**src/rtl/image_bram_writer_if.sv**
```systemverilog
// rtl/image_bram_writer_if.sv - pixel stream in / BRAM write port out bundle for image_bram_writer
interface image_bram_writer_if #(
  parameter int WIDTH      = 256,
  parameter int HEIGHT     = 256,
  parameter int DATA_WIDTH = 8
);
  localparam int ADDR_WIDTH = $clog2(WIDTH * HEIGHT);

  // Pixel source side
  logic [DATA_WIDTH-1:0] data_in;
  logic                  valid_in;
  logic                  sof_in;
  logic                  ready_out;

  // BRAM write side and status
  logic [ADDR_WIDTH-1:0] addr_out;
  logic [DATA_WIDTH-1:0] data_out;
  logic                  we_out;
  logic                  busy_out;
  logic                  frame_done_out;
  logic                  error_out;

  // Pixel source / bench view
  modport master (
    output data_in, valid_in, sof_in,
    input  ready_out, addr_out, data_out, we_out, busy_out, frame_done_out, error_out
  );

  // Writer view
  modport slave (
    input  data_in, valid_in, sof_in,
    output ready_out, addr_out, data_out, we_out, busy_out, frame_done_out, error_out
  );
endinterface

```
**src/rtl/image_bram_writer.sv**
```systemverilog
// rtl/image_bram_writer.sv - raster pixel stream to linear palette-index BRAM writer
module image_bram_writer #(
  parameter int WIDTH      = 256,
  parameter int HEIGHT     = 256,
  parameter int DATA_WIDTH = 8
) (
  input logic                pixel_clk_in,
  input logic                rst_in,
  image_bram_writer_if.slave bus
);

  localparam int COL_W  = $clog2(WIDTH);
  localparam int ROW_W  = $clog2(HEIGHT);
  localparam int ADDR_W = $clog2(WIDTH * HEIGHT);

  localparam logic [COL_W-1:0] COL_LAST = COL_W'(WIDTH - 1);
  localparam logic [ROW_W-1:0] ROW_LAST = ROW_W'(HEIGHT - 1);

  typedef enum logic [1:0] {
    S_IDLE  = 2'd0,
    S_WRITE = 2'd1,
    S_DONE  = 2'd2
  } state_t;

  state_t r_state;
  state_t w_state_next;

  // Position of the next pixel to be written; r_addr_cnt tracks row*WIDTH+col
  logic [COL_W-1:0]      r_col;
  logic [ROW_W-1:0]      r_row;
  logic [ADDR_W-1:0]     r_addr_cnt;

  // Registered BRAM write port and status
  logic [ADDR_W-1:0]     r_addr;
  logic [DATA_WIDTH-1:0] r_data;
  logic                  r_we;
  logic                  r_frame_done;
  logic                  r_error;

  logic w_ready;
  logic w_accept;
  logic w_sof_accept;
  logic w_pix_accept;
  logic w_last;

  // DONE is the only cycle in which the source is back-pressured
  assign w_ready      = (r_state != S_DONE);
  assign w_accept     = bus.valid_in && w_ready;
  // A sof restarts the frame from any accepting state, including mid-frame
  assign w_sof_accept = w_accept && bus.sof_in;
  // Non-sof pixels only count inside a frame; in IDLE they are dropped
  assign w_pix_accept = w_accept && !bus.sof_in && (r_state == S_WRITE);
  assign w_last       = w_pix_accept && (r_col == COL_LAST) && (r_row == ROW_LAST);

  // State register
  always_ff @(posedge pixel_clk_in) begin
    if (rst_in) begin
      r_state <= S_IDLE;
    end else begin
      r_state <= w_state_next;
    end
  end

  // Next-state decode
  always_comb begin
    w_state_next = r_state;
    case (r_state)
      S_IDLE: begin
        if (w_sof_accept) begin
          w_state_next = S_WRITE;
        end
      end
      S_WRITE: begin
        if (w_last) begin
          w_state_next = S_DONE;
        end
      end
      S_DONE: begin
        w_state_next = S_IDLE;
      end
      default: begin
        w_state_next = S_IDLE;
      end
    endcase
  end

  // Raster position counters; cleared after the last pixel so IDLE never shows a stale position
  always_ff @(posedge pixel_clk_in) begin
    if (rst_in) begin
      r_col      <= '0;
      r_row      <= '0;
      r_addr_cnt <= '0;
    end else if (w_sof_accept) begin
      r_col      <= COL_W'(1);
      r_row      <= '0;
      r_addr_cnt <= ADDR_W'(1);
    end else if (w_last) begin
      r_col      <= '0;
      r_row      <= '0;
      r_addr_cnt <= '0;
    end else if (w_pix_accept) begin
      if (r_col == COL_LAST) begin
        r_col <= '0;
        r_row <= r_row + ROW_W'(1);
      end else begin
        r_col <= r_col + COL_W'(1);
      end
      r_addr_cnt <= r_addr_cnt + ADDR_W'(1);
    end
  end

  // BRAM write port: one cycle after accept; address/data hold when no write
  always_ff @(posedge pixel_clk_in) begin
    if (rst_in) begin
      r_addr       <= '0;
      r_data       <= '0;
      r_we         <= 1'b0;
      r_frame_done <= 1'b0;
    end else begin
      r_we         <= w_sof_accept || w_pix_accept;
      r_frame_done <= w_last;
      if (w_sof_accept) begin
        r_addr <= '0;
        r_data <= bus.data_in;
      end else if (w_pix_accept) begin
        r_addr <= r_addr_cnt;
        r_data <= bus.data_in;
      end
    end
  end

  // Sticky restart flag: set by a sof inside a frame, cleared by a sof that opens a fresh frame
  always_ff @(posedge pixel_clk_in) begin
    if (rst_in) begin
      r_error <= 1'b0;
    end else if (w_sof_accept) begin
      r_error <= (r_state == S_WRITE);
    end
  end

  assign bus.ready_out      = w_ready;
  assign bus.busy_out       = (r_state != S_IDLE);
  assign bus.addr_out       = r_addr;
  assign bus.data_out       = r_data;
  assign bus.we_out         = r_we;
  assign bus.frame_done_out = r_frame_done;
  assign bus.error_out      = r_error;

endmodule
```
**src/flat_wrapper.sv**
```systemverilog
// flat-port wrapper written by rule: the top's interface ports become plain ports
module image_bram_writer_flat 
#(
  parameter int WIDTH      = 256,
  parameter int HEIGHT     = 256,
  parameter int DATA_WIDTH = 8
)
  (pixel_clk_in, rst_in, bus_data_in, bus_valid_in, bus_sof_in, bus_ready_out, bus_addr_out, bus_data_out, bus_we_out, bus_busy_out, bus_frame_done_out, bus_error_out);
  image_bram_writer_if #(.WIDTH(WIDTH), .HEIGHT(HEIGHT), .DATA_WIDTH(DATA_WIDTH)) bus_i ();
  input logic pixel_clk_in;
  input logic rst_in;
  input wire logic [$bits(bus_i.data_in)-1:0] bus_data_in;
  input wire logic [$bits(bus_i.valid_in)-1:0] bus_valid_in;
  input wire logic [$bits(bus_i.sof_in)-1:0] bus_sof_in;
  output wire logic [$bits(bus_i.ready_out)-1:0] bus_ready_out;
  output wire logic [$bits(bus_i.addr_out)-1:0] bus_addr_out;
  output wire logic [$bits(bus_i.data_out)-1:0] bus_data_out;
  output wire logic [$bits(bus_i.we_out)-1:0] bus_we_out;
  output wire logic [$bits(bus_i.busy_out)-1:0] bus_busy_out;
  output wire logic [$bits(bus_i.frame_done_out)-1:0] bus_frame_done_out;
  output wire logic [$bits(bus_i.error_out)-1:0] bus_error_out;
  assign bus_i.data_in = bus_data_in;
  assign bus_i.valid_in = bus_valid_in;
  assign bus_i.sof_in = bus_sof_in;
  assign bus_ready_out = bus_i.ready_out;
  assign bus_addr_out = bus_i.addr_out;
  assign bus_data_out = bus_i.data_out;
  assign bus_we_out = bus_i.we_out;
  assign bus_busy_out = bus_i.busy_out;
  assign bus_frame_done_out = bus_i.frame_done_out;
  assign bus_error_out = bus_i.error_out;
  image_bram_writer #(.WIDTH(WIDTH), .HEIGHT(HEIGHT), .DATA_WIDTH(DATA_WIDTH)) u_core (.pixel_clk_in(pixel_clk_in), .rst_in(rst_in), .bus(bus_i));
endmodule
```
**config.mk**
```make
export PLATFORM = sky130hd
export DESIGN_NAME = image_bram_writer_flat
export DESIGN_NICKNAME = d
export VERILOG_FILES = /design/src/rtl/image_bram_writer_if.sv /design/src/rtl/image_bram_writer.sv /design/src/flat_wrapper.sv
export SDC_FILE = /design/constraint.sdc
export NUM_CORES = 1
export LEC_CHECK = 0
export CAP_MARGIN = 20
export CORE_UTILIZATION = 50
export DETAILED_ROUTE_END_ITERATION = 8
export HOLD_SLACK_MARGIN = 0.1
export PLACE_DENSITY = 0.75
export SYNTH_ARGS = -nofsm -noshare
export SYNTH_HDL_FRONTEND = slang
export SYNTH_SLANG_ARGS = --single-unit
```
**constraint.sdc**
```tcl
create_clock -name pixel_clk_in -period 4.65 [get_ports pixel_clk_in]
set_input_delay 0.465 -clock pixel_clk_in [delete_from_list [all_inputs] [get_ports pixel_clk_in]]
set_output_delay 0.465 -clock pixel_clk_in [all_outputs]
set_load 0.005 [all_outputs]
```
==> impl_metrics.json <==
{
  "worst_pin_slew_ns": 0.757,
  "min_period_ns": 3.09,
  "drive_gt1_frac": 0.0772,
  "grt.total_usage": 0.204,
  "final_nets": 347,
  "drv_slew": 0,
  "grt_max_degree": 34,
  "numPortBuffers": 40,
  "utilization": 0.669,
  "power.total_uw": 1120,
  "rows": 25,
  "dr.pass1.iters": 5,
  "antenna_found_initial": 0,
  "fmax_mhz": 324,
  "combPwrFrac": 0.051,
  "antennaDiodeCount": 0,
  "synth.distinct_cells": 41,
  "netlist.area_leader.share": 0.480,
  "synth_ff_type": "dfxtp_1",
  "cts-root-buf": "clkbuf_8",
  "synthMostInstantiatedCell": "dfxtp_1",
  "finalSetupViolCount": 0,
  "cts_hold_buffers": 0,
  "ios": 41,
  "ant_nets": 0,
  "avgViaCountPerCell": 5.25,
  "p_leak_uw": 0.00106,
  "gp_congestion": 0.778,
  "fin_ws_ns": 1.56,
  "cts_setup_buffers": 0,
  "syn_avg_cell_area_um2": 8.66,
  "hold_class": "reg -> reg",
  "cp_max_fo": 33,
  "globalRoute.totalOverflow": 0,
  "synthTopCellsByCount": "61 x dfxtp_1, 51 x nand2_1, 31 x a21oi_1, 28 x nor2_1, 10 x nand3_1",
  "outcome": "complete, no violations",
  "r2r-start": "u_core.r_state[0]",
  "yosysSeqAreaShare": 0.480,
  "async_flop_share": 0,
  "vdd_drop_max_mv": 0.283,
  "cts_buffers": 9,
  "endpoint_kind": "flop",
  "netlist_top_cells_area": "dfxtp_1 48%, nand2_1 7.5%, a21oi_1 6.1%, nor2_1 4.1%, mux2i_1 3.5%",
  "clock-sinks": 61,
  "clockPowerShare": 0.471,
  "crit_start": "bus_sof_in",
  "pwr-share-seq": 0.478,
  "clk_path_buf_depth": 2,
  "dp_slack_ns": 1.22,
  "die_y_um": 73.4,
  "cap_violations": 0,
  "slew-limit-headroom": 0.495,
  "p_int_uw": 889,
  "drc": 0,
  "yosysWarningCount": 0,
  "wirelength_mm": 4.99,
  "coreArea_um2": 4820,
  "p_sw_uw": 231,
  "dr_total_vias": 2120,
  "rsz0062_at_grt": "no",
  "fp.dieW_um": 73.4,
  "syn_to_final_growth_pct": 26.5,
  "swShare": 0.206,
  "skew_ns": 0.0103,
  "synth_edf_count": 0,
  "synthCells": 294,
  "arrival_ns": 3.31,
  "dieArea_um2": 5380,
  "worstHoldStart": "u_core.bus.error_out",
  "clock_latency_ns": 0.33,
  "rrSetupSlack_ns": 1.96,
  "n_fill_cell": 415,
  "synthesis.nets": 309,
  "wire_per_inst_um": 12.4,
  "crit_type": "in -> reg",
  "cts_resized": 0,
  "cp_data_required_time_ns": 4.87,
  "drt_iter0_drc": 125,
  "power_density_nw_per_um2": 348,
  "htree_levels": 3,
  "mappedNetlistArea_um2": 2550,
  "finalSetupTns_ns": 0,
  "grt_pass1_wl_mm": 8.40,
  "grt_pass1_vias": 1880,
  "yosys.area.top_type": "dfxtp_1",
  "yosys_register_bits": 61,
  "hpwl_mm": 3.30,
  "initial_core_util": 0.529,
  "clk_pin_slew_ns": 0.06,
  "cts_tree": "done",
  "critPathLaunchType": "input pin",
  "final-hold-violation-count": 0,
  "period_share": 0.664
}
## worst paths after layout
path,to,cells after the start
hold reg to reg,u_core.bus.error_out,2
setup / recovery,u_core.r_col[4],6
setup reg to reg,u_core.r_col[4],5
hold / removal,u_core.bus.error_out,2
## flip-flops by register name (all words and copies together), names as in the netlist
register,count
u_core.bus.addr_out,16
u_core.r_addr_cnt,16
u_core.bus.data_out,8
u_core.r_col,8
u_core.r_row,8
u_core.r_state,2
u_core.bus.error_out,1
u_core.bus.frame_done_out,1
u_core.bus.we_out,1
## routing by layer
metal | share of wire | up-vias | GRT usage
li1 | - | 1106 | -
met1 | 0.50 | 968 | 0.269
met2 | 0.45 | 42 | 0.301
met3 | 0.049 | 4 | 0.0727
met4 | 0.0072 | 0 | 0.0876
met5 | 0 | - | 0
## through the flow
stage | hold WS (ns) | instance area, um^2 | std cells
floorplan | 0.440 | 2550 | 294
global placement | 0.441 | 3000 | 388
detailed placement | 0.446 | 3000 | 388
CTS | 0.456 | 3220 | 404
global route | 0.477 | 3220 | 404
finish | 0.452 | 3220 | 404
## cell type report
class | count | area (um^2) | share of cell area
Multi-Input combinational cell | 212 | 1250 | 0.388
Sequential cell | 61 | 1220 | 0.379
Timing Repair Buffer | 43 | 423 | 0.131
Clock buffer | 12 | 155 | 0.0482
Tap cell | 67 | 83.8 | 0.0260
Clock inverter | 4 | 70.1 | 0.0217
Inverter | 5 | 18.8 | 0.00583
## cell families after synthesis
| family | share of synthesized area |
|---|---|
| mux | 0.0354 |
| xor+xnor | 0.0516 |
| simple gates | 0.266 |
| compound gates | 0.117 |
| flops | 0.480 |
| buf+inv | 0.0354 |
| fa+ha+maj | 0.0147 |
## placed cells by master (no fill, tap or decap), drive strengths merged, types with 3 or more instances in the layout
cell,count
mux2i,9
dfxtp,61
nor3,5
or3,8
nand4,8
a21oi,31
nand2,51
xor2,9
nor2,28
clkdlybuf4s50,40
inv,5
and4,4
o31ai,6
o21ai,5
a31oi,3
clkbuf,12
xnor2,6
buf,3
nor4,5
ha,3
or4,5
nand3,10
## power by group through the flow
stage	registers (uW)	logic, uW	clock network, uW
5_1_grt	536	63.4	559
4_1_cts	535	58.4	538
3_3_place_gp	547	57.5	0
3_5_place_dp	547	58.1	0
6_report	535	57.6	527
2_1_floorplan	547	28.8	0
## critical path: stages
cell and delay [ns]:
clkdlybuf4s50_1 0.57, nand4bb_4 0.63, or4_4 0.70, o31ai_2 0.52
buf_4 0.34, nor2_1 0.07
Power figures use the tool's default switching activity.
